<file path="src/rtl/alu_apb_if.sv">
// APB bus bundle between an initiator and the ALU register block.
interface alu_apb_if #(
    parameter int ADDR_W = 32,
    parameter int DATA_W = 32
);
    logic              psel;
    logic              penable;
    logic              pwrite;
    logic [ADDR_W-1:0] paddr;
    logic [DATA_W-1:0] pwdata;
    logic [DATA_W-1:0] prdata;
    logic              pready;
    logic              pslverr;

    modport master (
        output psel, penable, pwrite, paddr, pwdata,
        input  prdata, pready, pslverr
    );

    modport slave (
        input  psel, penable, pwrite, paddr, pwdata,
        output prdata, pready, pslverr
    );
endinterface

</file>
<file path="src/rtl/alu_apb_regif.sv">
// APB register front end for the ALU with a 32-cycle shift-add multiply.
// Defining ALU_IRQ_EN adds the irq output and the IRQ_EN register at 0x14.
module alu_apb_regif #(
    parameter int ADDR_W = 32,
    parameter int DATA_W = 32
) (
    input  logic     clk,
    input  logic     reset_n,
    alu_apb_if.slave bus
`ifdef ALU_IRQ_EN
    ,
    output logic     irq
`endif
);
    typedef enum logic [1:0] {IDLE, EXEC, MUL} state_t;

`ifdef ALU_IRQ_EN
    localparam logic [2:0] LAST = 3'd5;
    logic irq_en;
`else
    localparam logic [2:0] LAST = 3'd4;
`endif

    state_t            state;
    logic [DATA_W-1:0] opa, opb, result;
    logic [DATA_W-1:0] ma, mb, acc;
    logic [3:0]        opcode;
    logic [4:0]        cnt;
    logic              carry, zero, done;
    logic              busy, mapped, err, access, commit;
    logic [2:0]        idx;
    logic [DATA_W-1:0] rdata, ex_res, mul_res;
    logic              ex_c;

    assign busy   = (state != IDLE);
    assign idx    = bus.paddr[4:2];
    assign mapped = (bus.paddr[ADDR_W-1:5] == '0)
                  && (bus.paddr[1:0] == 2'b00)
                  && (idx <= LAST);
    assign err    = !mapped
                  || (bus.pwrite && idx == 3'd3)
                  || (bus.pwrite && busy && idx <= 3'd2);
    assign access = bus.psel && bus.penable && !bus.pready;
    // pslverr is still held from the wait state, so it gates the commit
    assign commit = bus.psel && bus.penable && bus.pready
                  && bus.pwrite && !bus.pslverr;
    assign mul_res = acc + (mb[0] ? ma : '0);

    always_comb begin
        rdata = '0;
        case (idx)
            3'd0:    rdata = opa;
            3'd1:    rdata = opb;
            3'd2:    rdata = DATA_W'(opcode);
            3'd3:    rdata = result;
            3'd4:    rdata = DATA_W'({zero, carry, done, busy});
`ifdef ALU_IRQ_EN
            3'd5:    rdata = DATA_W'(irq_en);
`endif
            default: rdata = '0;
        endcase
    end

    always_comb begin
        ex_res = '0;
        ex_c   = 1'b0;
        case (opcode)
            4'd0: {ex_c, ex_res} = {1'b0, opa} + {1'b0, opb};
            4'd1: begin
                ex_res = opa - opb;
                ex_c   = (opa < opb);
            end
            4'd2: ex_res = opa & opb;
            4'd3: ex_res = opa | opb;
            4'd4: ex_res = opa ^ opb;
            4'd5: ex_res = opa << opb[4:0];
            4'd6: ex_res = opa >> opb[4:0];
            4'd7: ex_res = $signed(opa) >>> opb[4:0];
            default: ex_res = '0;
        endcase
    end

    always_ff @(posedge clk or negedge reset_n) begin
        if (!reset_n) begin
            state       <= IDLE;
            opa         <= '0;
            opb         <= '0;
            result      <= '0;
            ma          <= '0;
            mb          <= '0;
            acc         <= '0;
            opcode      <= '0;
            cnt         <= '0;
            carry       <= 1'b0;
            zero        <= 1'b0;
            done        <= 1'b0;
            bus.pready  <= 1'b0;
            bus.prdata  <= '0;
            bus.pslverr <= 1'b0;
`ifdef ALU_IRQ_EN
            irq_en      <= 1'b0;
            irq         <= 1'b0;
`endif
        end else begin
            bus.pready  <= 1'b0;
            bus.prdata  <= '0;
            bus.pslverr <= 1'b0;
            if (access) begin
                bus.pready  <= 1'b1;
                bus.pslverr <= err;
                bus.prdata  <= (err || bus.pwrite) ? '0 : rdata;
            end
            if (commit) begin
                case (idx)
                    3'd0: opa <= bus.pwdata;
                    3'd1: opb <= bus.pwdata;
                    3'd2: begin
                        opcode <= bus.pwdata[3:0];
                        if (bus.pwdata[8]) begin
                            state <= (bus.pwdata[3:0] == 4'd8) ? MUL : EXEC;
                            ma    <= opa;
                            mb    <= opb;
                            acc   <= '0;
                            cnt   <= '0;
                        end
                    end
                    3'd4: if (bus.pwdata[1]) done <= 1'b0;
`ifdef ALU_IRQ_EN
                    3'd5: irq_en <= bus.pwdata[0];
`endif
                    default: ;
                endcase
            end
            // completion comes after the W1C so a same-edge set wins
            case (state)
                EXEC: begin
                    result <= ex_res;
                    carry  <= ex_c;
                    zero   <= (ex_res == '0);
                    done   <= 1'b1;
                    state  <= IDLE;
                end
                MUL: begin
                    acc <= mul_res;
                    ma  <= ma << 1;
                    mb  <= mb >> 1;
                    cnt <= cnt + 5'd1;
                    if (cnt == 5'd31) begin
                        result <= mul_res;
                        carry  <= 1'b0;
                        zero   <= (mul_res == '0);
                        done   <= 1'b1;
                        state  <= IDLE;
                    end
                end
                default: ;
            endcase
`ifdef ALU_IRQ_EN
            irq <= done & irq_en;
`endif
        end
    end
endmodule

</file>
<file path="src/flat_wrapper.sv">
// flat-port wrapper written by rule: the top's interface ports become plain ports
module alu_apb_regif_flat 
#(
    parameter int ADDR_W = 32,
    parameter int DATA_W = 32
)
  (clk, reset_n, bus_psel, bus_penable, bus_pwrite, bus_paddr, bus_pwdata, bus_prdata, bus_pready, bus_pslverr);
  alu_apb_if #(.ADDR_W(ADDR_W), .DATA_W(DATA_W)) bus_i ();
  input  logic clk;
  input  logic reset_n;
  input wire logic [$bits(bus_i.psel)-1:0] bus_psel;
  input wire logic [$bits(bus_i.penable)-1:0] bus_penable;
  input wire logic [$bits(bus_i.pwrite)-1:0] bus_pwrite;
  input wire logic [$bits(bus_i.paddr)-1:0] bus_paddr;
  input wire logic [$bits(bus_i.pwdata)-1:0] bus_pwdata;
  output wire logic [$bits(bus_i.prdata)-1:0] bus_prdata;
  output wire logic [$bits(bus_i.pready)-1:0] bus_pready;
  output wire logic [$bits(bus_i.pslverr)-1:0] bus_pslverr;
  assign bus_i.psel = bus_psel;
  assign bus_i.penable = bus_penable;
  assign bus_i.pwrite = bus_pwrite;
  assign bus_i.paddr = bus_paddr;
  assign bus_i.pwdata = bus_pwdata;
  assign bus_prdata = bus_i.prdata;
  assign bus_pready = bus_i.pready;
  assign bus_pslverr = bus_i.pslverr;
  alu_apb_regif #(.ADDR_W(ADDR_W), .DATA_W(DATA_W)) u_core (.clk(clk), .reset_n(reset_n), .bus(bus_i));
endmodule
</file>
<file path="config.mk">
export PLATFORM = sky130hd
export DESIGN_NAME = alu_apb_regif_flat
export DESIGN_NICKNAME = d
export VERILOG_FILES = /design/src/rtl/alu_apb_if.sv /design/src/rtl/alu_apb_regif.sv /design/src/flat_wrapper.sv
export SDC_FILE = /design/constraint.sdc
export NUM_CORES = 1
export LEC_CHECK = 0
export CORE_MARGIN = 5
export CORE_UTILIZATION = 40
export CTS_BUF_LIST = sky130_fd_sc_hd__clkbuf_16
export DETAILED_ROUTE_END_ITERATION = 10
export PLACE_DENSITY_LB_ADDON = 0.25
export SYNTH_ARGS = -nofsm -noshare
export SYNTH_HDL_FRONTEND = slang
export SYNTH_SLANG_ARGS = --single-unit
</file>
<file path="constraint.sdc">
create_clock -name clk -period 11.9 [get_ports clk]
set_clock_uncertainty 0.1 [all_clocks]
set_input_delay 1.19 -clock clk [delete_from_list [all_inputs] [get_ports clk]]
set_output_delay 1.19 -clock clk [all_outputs]
set_load 0.005 [all_outputs]
</file>
==> metrics.txt, run 1 <==
outcome completed; Max Buffers Root-to-Sink 3; Yosys reg bits 240; Static Leak 10.05 nW; most frequent cells in the layout nand2_1 (351), nor2_1 (318), o21ai_0 (265); routed via count about 23000; HP Start u_core.result[1]$_DFFE_PN0P_; Final Hold Fails 0; initial antenna violation count 3; clock root buffer clkbuf_16; Hold-fix buffers, CTS 0; worst rel slew slack between 10% and 20%; clk_lat worst skew roughly 0.62 ns; mux share of post-synthesis cell area 10.44%; Seq. cell area 0.006013 sq mm; TritonCTS sink count 240; Final min period around 6.2 ns; Worst Setup End Kind flip-flop; post-synthesis sequential area ratio between 20% and 30%; average wire per standard cell ~31 um; diode count 0; HPWL Detailed between 80000 and 90000 um; Setup TNS 0 ns; R2R setup slack 5.65 ns; R2R depth 14; DIE HEIGHT roughly 250 um; Num CTS Buffers 29; Layout area overhead 10.95%; DRT iter0 DRCs 2497; Peak VDD IR ~0.12 mV; Max-Cap Viols 0; reg-to-reg startpoint u_core.opb[0]$_DFFE_PN0P_; # fillers around 5600; initial core utilization around two fifths; Synth Area in Adders roughly 8.3%; area occupied by multi-input gates 0.01489 sq mm; end-of-flow core utilization 44.63%; Max Clk Rate around 0.16 GHz; antenna-violating nets left 0; Mapped Area between 0.02 and 0.025 sq mm; core box area 0.05499 sq mm; first-pass GRT wire length 158500 um; Unique masters post-synth 103; Worst Max-Slew Pin Slew ~1.2 ns; hold crit path type flip-flop to flip-flop; CTS tree done; Syn Area/Cell between 7 and 8 sq um; # setup viols final 0; RSZ-0062 raised after global routing false; CP required 12.33 ns; synth warn 0; DRT Pass-1 Iters 8; CP Class flip-flop to flip-flop; number of flops mapped to enable cells by yosys 0; number of global-route vias before repair roughly 22000; final slew viol count 0; DRT Wirelength roughly 110000 um; cts repair resizes 0; worst r2r dst u_core.zero$_DFFE_PN0P_; via/cell ratio roughly 6.4; Critical Path AT ~6.7 ns; Tcrit/Tclk final between 50% and 60%; Startpoint Class flip-flop; CP max FO between 50 and 60; most common cell after layout, fill and taps aside nand2_1; post-synthesis simple-gate area fraction 20.27%; power per cell area between 100 and 150 mW/mm^2; GRT overflow 0; CTS clk-pin slew, worst paths roughly 0.06 ns; Post-CTS Setup Bufs 0; Hold Crit Endpoint u_core.result[1]$_DFFE_PN0P_; H-tree depth 1; pin count of the biggest net entering global routing 133; GR Util All Layers 35.41%; Synth Area in XOR/XNOR between 2 and 2.5%; RD Place Congestion about 1.1; syn nets just over 3000; Post-synth ARST share between 90% and 100%; Die ar. 0.06010 sq mm; Final #Nets 3028; # port buffers approximately 100; Compound-Gate Fraction of Synth Area 25.95%; WHS Path Cells 2; Syn Inst Count 2837; DRC Markers 0; Ports just over 100; Std-Cell Rows 86; Die Wd 245.2 um; share of cells above drive strength 1 ~8.6%; Primary FF master, synth dfrtp_1; main combinational cell family by area after synthesis compound AO/OA/AOI/OAI gates
-- kinds of logic (layout without fill, tap and decap cells) --
group / after synthesis / in the layout
compound gates: 907 / 907
xor+xnor: 52 / 52
fa+ha+maj: 145 / 145
buf+inv: 318 / 314
flops: 240 / 240
mux: 192 / 192
simple gates: 983 / 983
-- Yosys cell counts (14+ instances only) --
cell / instances / share of area, %
dfrtp_1: 240 / 27
nand2b_1: 18 / 0.51
ha_1: 142 / 8.0
o211ai_1: 29 / 0.98
o21bai_1: 15 / 0.51
clkbuf_1: 141 / 2.4
buf_1: 26 / 0.44
nand4_1: 19 / 0.54
and2_1: 42 / 1.2
a31oi_1: 21 / 0.59
inv_1: 103 / 1.7
nand3_1: 57 / 1.3
mux4_2: 21 / 2.1
o21a_1: 14 / 0.48
buf_2: 36 / 0.81
xor2_1: 16 / 0.63
nor2b_1: 23 / 0.65
o22ai_1: 24 / 0.68
o221ai_1: 20 / 0.79
a211oi_1: 36 / 1.2
o31ai_1: 18 / 0.61
a21oi_1: 252 / 5.7
a221oi_1: 16 / 0.63
nor3_1: 45 / 1.0
o21ai_0: 265 / 6.0
nor2_1: 318 / 5.4
xnor2_1: 36 / 1.4
a22oi_1: 20 / 0.68
nor4_1: 30 / 0.85
nand2_1: 352 / 6.0
a21o_1: 39 / 1.3
mux2_2: 67 / 3.4
mux2i_1: 91 / 4.1
-- worst max path at each step --
stage	start	end	slack [ns]	depth (start not counted)
floorplan	u_core.opb[2]$_DFFE_PN0P_	u_core.zero$_DFFE_PN0P_	7.73	17
global placement	u_core.opb[0]$_DFFE_PN0P_	u_core.zero$_DFFE_PN0P_	5.75	14
detailed placement	u_core.opb[0]$_DFFE_PN0P_	u_core.zero$_DFFE_PN0P_	5.93	14
CTS	u_core.opb[0]$_DFFE_PN0P_	u_core.zero$_DFFE_PN0P_	5.89	14
global route	u_core.opb[0]$_DFFE_PN0P_	u_core.zero$_DFFE_PN0P_	5.65	14
finish	u_core.opb[0]$_DFFE_PN0P_	u_core.zero$_DFFE_PN0P_	5.65	14
-- flip-flops by register name (all words and copies together), names as in the netlist --
name,flops
u_core.opa,32
u_core.cnt,5
u_core.opb,32
u_core.zero,1
u_core.acc,32
u_core.state,2
u_core.ma,32
u_core.bus.prdata,32
u_core.opcode,4
u_core.done,1
u_core.carry,1
u_core.mb,32
u_core.result,32
u_core.bus.pready,1
u_core.bus.pslverr,1
-- per-layer routing --
layer | part of all wire (%) | GRT usage, % | routed length [um]
met3 | 7.8 | 5.673 | 8577
met1 | 41 | 46.78 | 45210
met4 | 7.6 | 21.12 | 8455
met5 | 0.014 | 0 | 16
met2 | 44 | 54.75 | 48320
-- power by group --
part           switching (mW)  internal (mW)
registers               0.127          0.948
clock network           0.375          0.461
logic                    1.12          0.587
-- final cells by class --
class / count / share of cell area, %
inverters: 109 / 1.667
repair buffers: 155 / 5.833
clock inverters: 21 / 0.5455
flip-flops and latches: 240 / 24.50
multi-input cells: 2279 / 60.68
well taps: 748 / 3.814
clock buffers: 29 / 2.957
-- metrics by stage --
step / worst slack (ns) / cell area, sq um / hold WS, ns / power, mW / cells
after CTS: 5.892 / 24540 / 0.3771 / 3.589 / 3581
after floorplan: 7.729 / 22120 / 0.3444 / 2.127 / 2837
after detailed placement: 5.929 / 23680 / 0.3646 / 2.739 / 3531
after global routing: 5.646 / 24540 / 0.4050 / 3.791 / 3581
final: 5.653 / 24540 / 0.3776 / 3.613 / 3581
after global placement: 5.746 / 23680 / 0.3622 / 2.726 / 3531
-- critical path, cell delays in order (launching register included) --
cell and delay, ns:
dfrtp_4 0.89, ha_1 0.30, inv_1 0.06, fa_1 0.45, a211oi_1 0.80, o31ai_1 0.33, o31ai_1 0.72, nand2b_1 0.35
and2_1 0.23, o22ai_1 0.56, and4bb_1 0.36, nand4_1 0.19, nor4_1 0.50, nand4_1 0.17, o211ai_2 0.16
(Power assumes the default switching activity.)
==> inputs of run 2 (changes only) <==
==> constraint.sdc (replaced) <==
create_clock -name clk -period 5.96 [get_ports clk]
set_clock_uncertainty 0.1 [all_clocks]
set_input_delay 0.596 -clock clk [delete_from_list [all_inputs] [get_ports clk]]
set_output_delay 0.596 -clock clk [all_outputs]
set_load 0.005 [all_outputs]
==> run 2 against run 1 <==
Against the previous run: register-to-register slack worse by 5.3 ns; non-clock buffer count up 42; count of clock-buffer cells in the layout unchanged; clock power up 110%; final cell count up 1.2%; die area unchanged; fmax up 12%; critical path depth unchanged; critical endpoint unchanged; largest power group unchanged.
==> metrics.txt, run 2 (same netlist as run 1, synthesis figures left out) <==
Die Wd 245.2 um (unchanged); Std-Cell Rows 86 (unchanged); RD Place Congestion 1.027 (-6.4%); outcome completed; DIE HEIGHT 245.2 um (unchanged); Worst Max-Slew Pin Slew 1.319 ns (+0.07095 ns); dpl ws 0.4482 ns (-5.480 ns); Tcrit/Tclk final 93.47% (+41 points); Final Instance Count excl. Fillers 3624 (+1.2%); Max-Cap Viols 0 (unchanged); TritonCTS sink count 240 (unchanged); first-pass GRT wire length 156100 um (-1.5%); Reg power frac 29.2% (-0.5 points); # setup viols final 0 (unchanged); RSZ-0062 raised after global routing false; Ports 103 (unchanged); dpl cell area 0.02400 sq mm (+1.4%); initial core utilization 40.23% (unchanged); DRC Markers 0 (unchanged); antenna-violating nets left 0 (unchanged); average wire per standard cell 29.98 um (-2.9%); pin count of the biggest net entering global routing 157 (+18%); CTS clk-pin slew, worst paths 0.06 ns (about the same); GR Util All Layers 34.82% (-0.59 points); H-tree depth 1 (unchanged); HPWL Detailed 83320 um (+0.57%); reg-to-reg startpoint u_core.opb[0]$_DFFE_PN0P_; Max Buffers Root-to-Sink 3 (unchanged); GRT overflow 0 (unchanged); net switching power 3.191 mW (+97%); hold crit path type flip-flop to flip-flop; Worst Setup End Kind flip-flop; DRT Pass-1 Iters 6 (-2); power per cell area 292.4 mW/mm^2 (+99%); DRT Wirelength 108600 um (-1.8%); Layout area overhead 12.63%; Peak VDD IR 0.2313 mV (+94%); placed insts 3572 (+1.2%); via/cell ratio 6.363 (-1.1%); routed via count 23060 (+0.13%); CP required 6.38 ns (-5.95 ns); Cell Int Power 4.093 mW (+110%); Startpoint Class flip-flop; worst rel slew slack 11.85% (-4.9 points); Static Leak 10.29 nW (+2.4%); Combinational Power Share 47.0% (about the same); Num CTS Buffers 29 (unchanged); HP Start u_core.result[9]$_DFFE_PN0P_; Critical Path AT 5.99 ns (-0.69 ns); most common cell after layout, fill and taps aside nand2_1; CTS tree done; number of global-route vias before repair 22000 (-1.1%); design area 0.02491 sq mm (+1.5%); Final min period 5.571 ns (-0.6766 ns); Die ar. 0.06010 sq mm (unchanged); initial antenna violation count 2 (-1); CP max FO 29 (-43%); cts repair resizes 0 (unchanged); Setup TNS 0 ns (unchanged); share of cells above drive strength 1 9.944% (+1.3 points); # port buffers 102 (unchanged); diode count 0 (unchanged); clk_lat worst skew 0.59 ns (-0.03 ns); Hold-fix buffers, CTS 1 (+1); hold_ws 0.3749 ns (-0.002740 ns); most frequent cells in the layout nand2_1 (351), nor2_1 (318), o21ai_0 (265); core box area 0.05499 sq mm (unchanged); Setup WS post-layout 0.3893 ns (-5.263 ns); DRT iter0 DRCs 2704 (+8.3%); CP Class flip-flop to flip-flop; clock root buffer clkbuf_16; crit path launch u_core.opb[0]$_DFFE_PN0P_; Sw Ratio 43.80% (-0.96 points); Post-CTS Setup Bufs 0 (unchanged); clock power share 23.7% (+0.6 points); final slew viol count 0 (unchanged); Final Hold Fails 0 (unchanged); Final #Nets 3070 (+1.4%); Max Clk Rate 0.1795 GHz (+12%)
run 2: layout make-up:
cell class	instances	area (sq um)
flip-flops and latches	240	6013
multi-input cells	2279	14890
well taps	748	935.9
clock inverters	22	176.4
inverters	109	409.1
repair buffers	197	1762
clock buffers	29	725.7
fillers	5582	30070
run 2: metrics by stage:
| step | util (%) | power (mW) |
|---|---|---|
| floorplan | - | 4.247 |
| global placement | 43.65 | 5.440 |
| detailed placement | 43.65 | 5.475 |
| CTS | 45.31 | 7.247 |
| global route | 45.31 | 7.642 |
| finish | 45.31 | 7.284 |
run 2: metal layers:
layer / up-vias / wire (um) / track usage [%]
met5: - / 0 / 0
met4: 0 / 8945 / 21.49
met3: 288 / 8345 / 5.052
met2: 1277 / 47300 / 54.10
met1: 11220 / 44040 / 45.83
li1: 10270 / - / -
run 2: worst paths after layout:
path,end,slack [ns],depth (start not counted)
setup / recovery,u_core.zero$_DFFE_PN0P_,0.39,14
hold / removal,u_core.result[9]$_DFFE_PN0P_,0.37,1
setup reg to reg,u_core.zero$_DFFE_PN0P_,0.39,14
hold reg to reg,u_core.result[9]$_DFFE_PN0P_,0.37,1
max in group asynchronous,u_core.opb[0]$_DFFE_PN0P_,3.96,3
min in group asynchronous,u_core.mb[17]$_DFFE_PN0P_,0.50,2
run 2: critical path: stages, from the launching register on:
cell,delay [ns]
dfrtp_4,0.73
buf_4,0.52
buf_4,0.36
mux2_2,0.44
mux2i_1,0.28
mux2i_1,0.15
nand3_1,0.11
o21ai_0,0.09
or4_1,0.55
a211oi_1,0.91
and4_1,0.37
nand4b_1,0.17
nor4_1,0.36
nand4_1,0.16
o211ai_2,0.16
run 2: power groups by stage:
| stage | logic (mW) | clock network, mW | registers (mW) |
|---|---|---|---|
| 6_report | 3.43 | 1.73 | 2.13 |
| 5_1_grt | 3.64 | 1.84 | 2.16 |
| 4_1_cts | 3.35 | 1.78 | 2.12 |
| 3_5_place_dp | 3.33 | 0 | 2.15 |
| 3_3_place_gp | 3.30 | 0 | 2.14 |
| 2_1_floorplan | 2.19 | 0 | 2.05 |
==> inputs of run 3 (changes only) <==
--- a/config.mk
+++ b/config.mk
@@ -5,6 +5,7 @@
 export SDC_FILE = /design/constraint.sdc
 export NUM_CORES = 1
 export LEC_CHECK = 0
+export CAP_MARGIN = 15
 export CORE_MARGIN = 5
 export CORE_UTILIZATION = 40
 export CTS_BUF_LIST = sky130_fd_sc_hd__clkbuf_16
==> run 3 against run 2 <==
Against the previous run: critical path depth decreased by 1; core utilization increased by 0.14 points; clock power increased by 4%; hold slack improved by 0.0038 ns; highest routed layer unchanged; fmax decreased by 1.2%; sequential share of layout area decreased by 0.075 points; non-clock buffer count increased by 1; wire length decreased by 0.50%; global-route usage about the same; total power increased by 0.92%; register-to-register slack got worse by 0.07 ns.
==> metrics.txt, run 3 (same netlist as run 1, synthesis figures left out) <==
outcome completed; H-tree depth 1 (unchanged); Reg power frac 29.0% (-0.2 points); critical path's most frequent cell buf_4; Ports 103 (unchanged); # fillers 5549 (-0.59%); DIE HEIGHT 245.2 um (unchanged); worst r2r dst u_core.zero$_DFFE_PN0P_; Cell Int Power 4.149 mW (+1.4%); dpl cell area 0.02403 sq mm (+0.11%); initial antenna violation count 3 (+1); CP Cell Sequence buf_4 > buf_4 > mux2_2 > o32a_1 > o211ai_1 > o21ai_0 > or4_1 > a211oi_1 > and4_1 > nand4b_1 > nor4_1 > nand4_1 > o211ai_2; Max Buffers Root-to-Sink 3 (unchanged); DRC Markers 0 (unchanged); clock power share 24.5% (+0.8 points); core box area 0.05499 sq mm (unchanged); Max Clk Rate 0.1773 GHz (-1.2%); CP required 6.39 ns (about the same); WHS Path Cells 1 (unchanged); share of cells above drive strength 1 10.15% (+0.20 points); Setup TNS 0 ns (unchanged); HP Start u_core.result[9]$_DFFE_PN0P_; Critical Path AT 6.07 ns (+0.08 ns); power per cell area 294.1 mW/mm^2 (+0.61%); Final #Nets 3072 (+0.065%); DRT iter0 DRCs 2700 (-0.15%); RD Place Congestion 1.027 (unchanged); # port buffers 102 (unchanged); Std-Cell Rows 86 (unchanged); R2R depth 13 (-1); DRT Wirelength 108100 um (-0.50%); hold crit path type flip-flop to flip-flop; # setup viols final 0 (unchanged); HPWL Detailed 83530 um (+0.25%); Tcrit/Tclk final 94.63% (+1.2 points); pin count of the biggest net entering global routing 157 (unchanged); R2R setup slack 0.32 ns (-0.07 ns); CP max FO 29 (unchanged); Sw Ratio 43.56% (-0.25 points); net switching power 3.202 mW (+0.35%); TritonCTS sink count 240 (unchanged); GR Util All Layers 34.81% (about the same); RSZ-0062 raised after global routing false; Startpoint Class flip-flop; CP Class flip-flop to flip-flop; Peak VDD IR 0.2723 mV (+18%); DRT Pass-1 Iters 6 (unchanged); first-pass GRT wire length 155900 um (-0.14%); Num CTS Buffers 30 (+3.4%); Final Instance Count excl. Fillers 3626 (+0.055%); diode count 0 (unchanged); critical-path cell with the highest stage delay a211oi_1; reg-to-reg startpoint u_core.opb[0]$_DFFE_PN0P_; worst rel slew slack 25.58% (+14 points); area occupied by multi-input gates 0.01489 sq mm (unchanged); Design Power 7.351 mW (+0.92%); clock root buffer clkbuf_16; Post-CTS Setup Bufs 0 (unchanged); Worst Max-Slew Pin Slew 1.110 ns (-0.2095 ns); Die ar. 0.06010 sq mm (unchanged); antenna-violating nets left 0 (unchanged); clk_lat worst skew 0.60 ns (about the same); Static Leak 10.32 nW (+0.31%); placed insts 3573 (+0.028%); CTS tree done; Final min period 5.640 ns (+0.06914 ns); final slew viol count 0 (unchanged); Hold Crit Endpoint u_core.result[9]$_DFFE_PN0P_; Max-Cap Viols 0 (unchanged); most frequent cells in the layout nand2_1 (351), nor2_1 (318), o21ai_0 (265); Final Hold Fails 0 (unchanged); number of global-route vias before repair 21790 (-0.98%); average wire per standard cell 29.81 um (-0.55%); Die Wd 245.2 um (unchanged); via/cell ratio 6.322 (-0.64%); design area 0.02499 sq mm (+0.31%); Combinational Power Share 46.5% (-0.5 points); most common cell after layout, fill and taps aside nand2_1; initial core utilization 40.23% (unchanged); GRT overflow 0 (unchanged); slowest stage delay, CP 0.96 ns (+0.05 ns); routed via count 22930 (-0.58%); cts repair resizes 0 (unchanged); CTS clk-pin slew, worst paths 0.06 ns (about the same); Seq. cell area 0.006013 sq mm (unchanged); Layout area overhead 12.98%; Worst Setup End Kind flip-flop
-- run 3: cell count changes in the layout (fill, tap and decap cells not counted), sizes merged --
cell and change:
inv -4, buf +1, clkbuf +2, clkinv +3
-- run 3: power by group through the flow --
stage,clock [mW],sequential [mW],combinational [mW]
detailed placement,0,2.15,3.33
floorplan,0,2.05,2.19
global route,1.90,2.16,3.64
CTS,1.84,2.12,3.35
finish,1.80,2.13,3.42
global placement,0,2.14,3.30
-- run 3: worst max-delay path, delay by kind of cell, from the launching register on --
kind | cells | cell delay (ns)
simple gates | 5 | 1.65
buf+inv | 2 | 0.87
flops | 1 | 0.72
compound gates | 5 | 1.74
mux | 1 | 0.44
-- run 3: cell type report --
class	instances	share of cell area (%)
inverter	109	1.637
clock buffer	31	3.104
tap	748	3.745
clock inverter	21	0.7059
multi-input combinational	2279	59.59
sequential	240	24.06
timing repair buffer	198	7.159
-- run 3: how the worst max path moves through the flow --
stage                                    from                 endpoint  slack [ns]
global placement    u_core.opb[0]$_DFFE_PN0P_  u_core.zero$_DFFE_PN0P_        0.44
finish              u_core.opb[0]$_DFFE_PN0P_  u_core.zero$_DFFE_PN0P_        0.32
floorplan           u_core.opb[2]$_DFFE_PN0P_  u_core.zero$_DFFE_PN0P_        1.79
detailed placement  u_core.opb[0]$_DFFE_PN0P_  u_core.zero$_DFFE_PN0P_        0.45
global route        u_core.opb[0]$_DFFE_PN0P_  u_core.zero$_DFFE_PN0P_        0.31
CTS                 u_core.opb[0]$_DFFE_PN0P_  u_core.zero$_DFFE_PN0P_        0.44
-- run 3: per-stage QoR --
stage / hold slack [ns] / util [%] / setup WS, ns
final: 0.3787 / 45.45 / 0.3201
after global routing: 0.3873 / 45.45 / 0.3062
after CTS: 0.3803 / 45.45 / 0.4414
after detailed placement: 0.3676 / 43.70 / 0.4470
after global placement: 0.3589 / 43.65 / 0.4368
after floorplan: 0.2004 / - / 1.789
-- run 3: timing repair --
item / CTS / global route
endpoints found under the setup margin: 0 / 0
endpoints found under the hold margin: 87 / 0
hold buffers: 1 / 0
-- run 3: metal layers --
metal	wire length [um]	vias up	global-route usage, %
li1	-	10270	-
met1	44620	11220	46.30
met2	47130	1178	53.59
met3	7456	251	4.334
met4	8886	0	22.36
met5	0	-	0
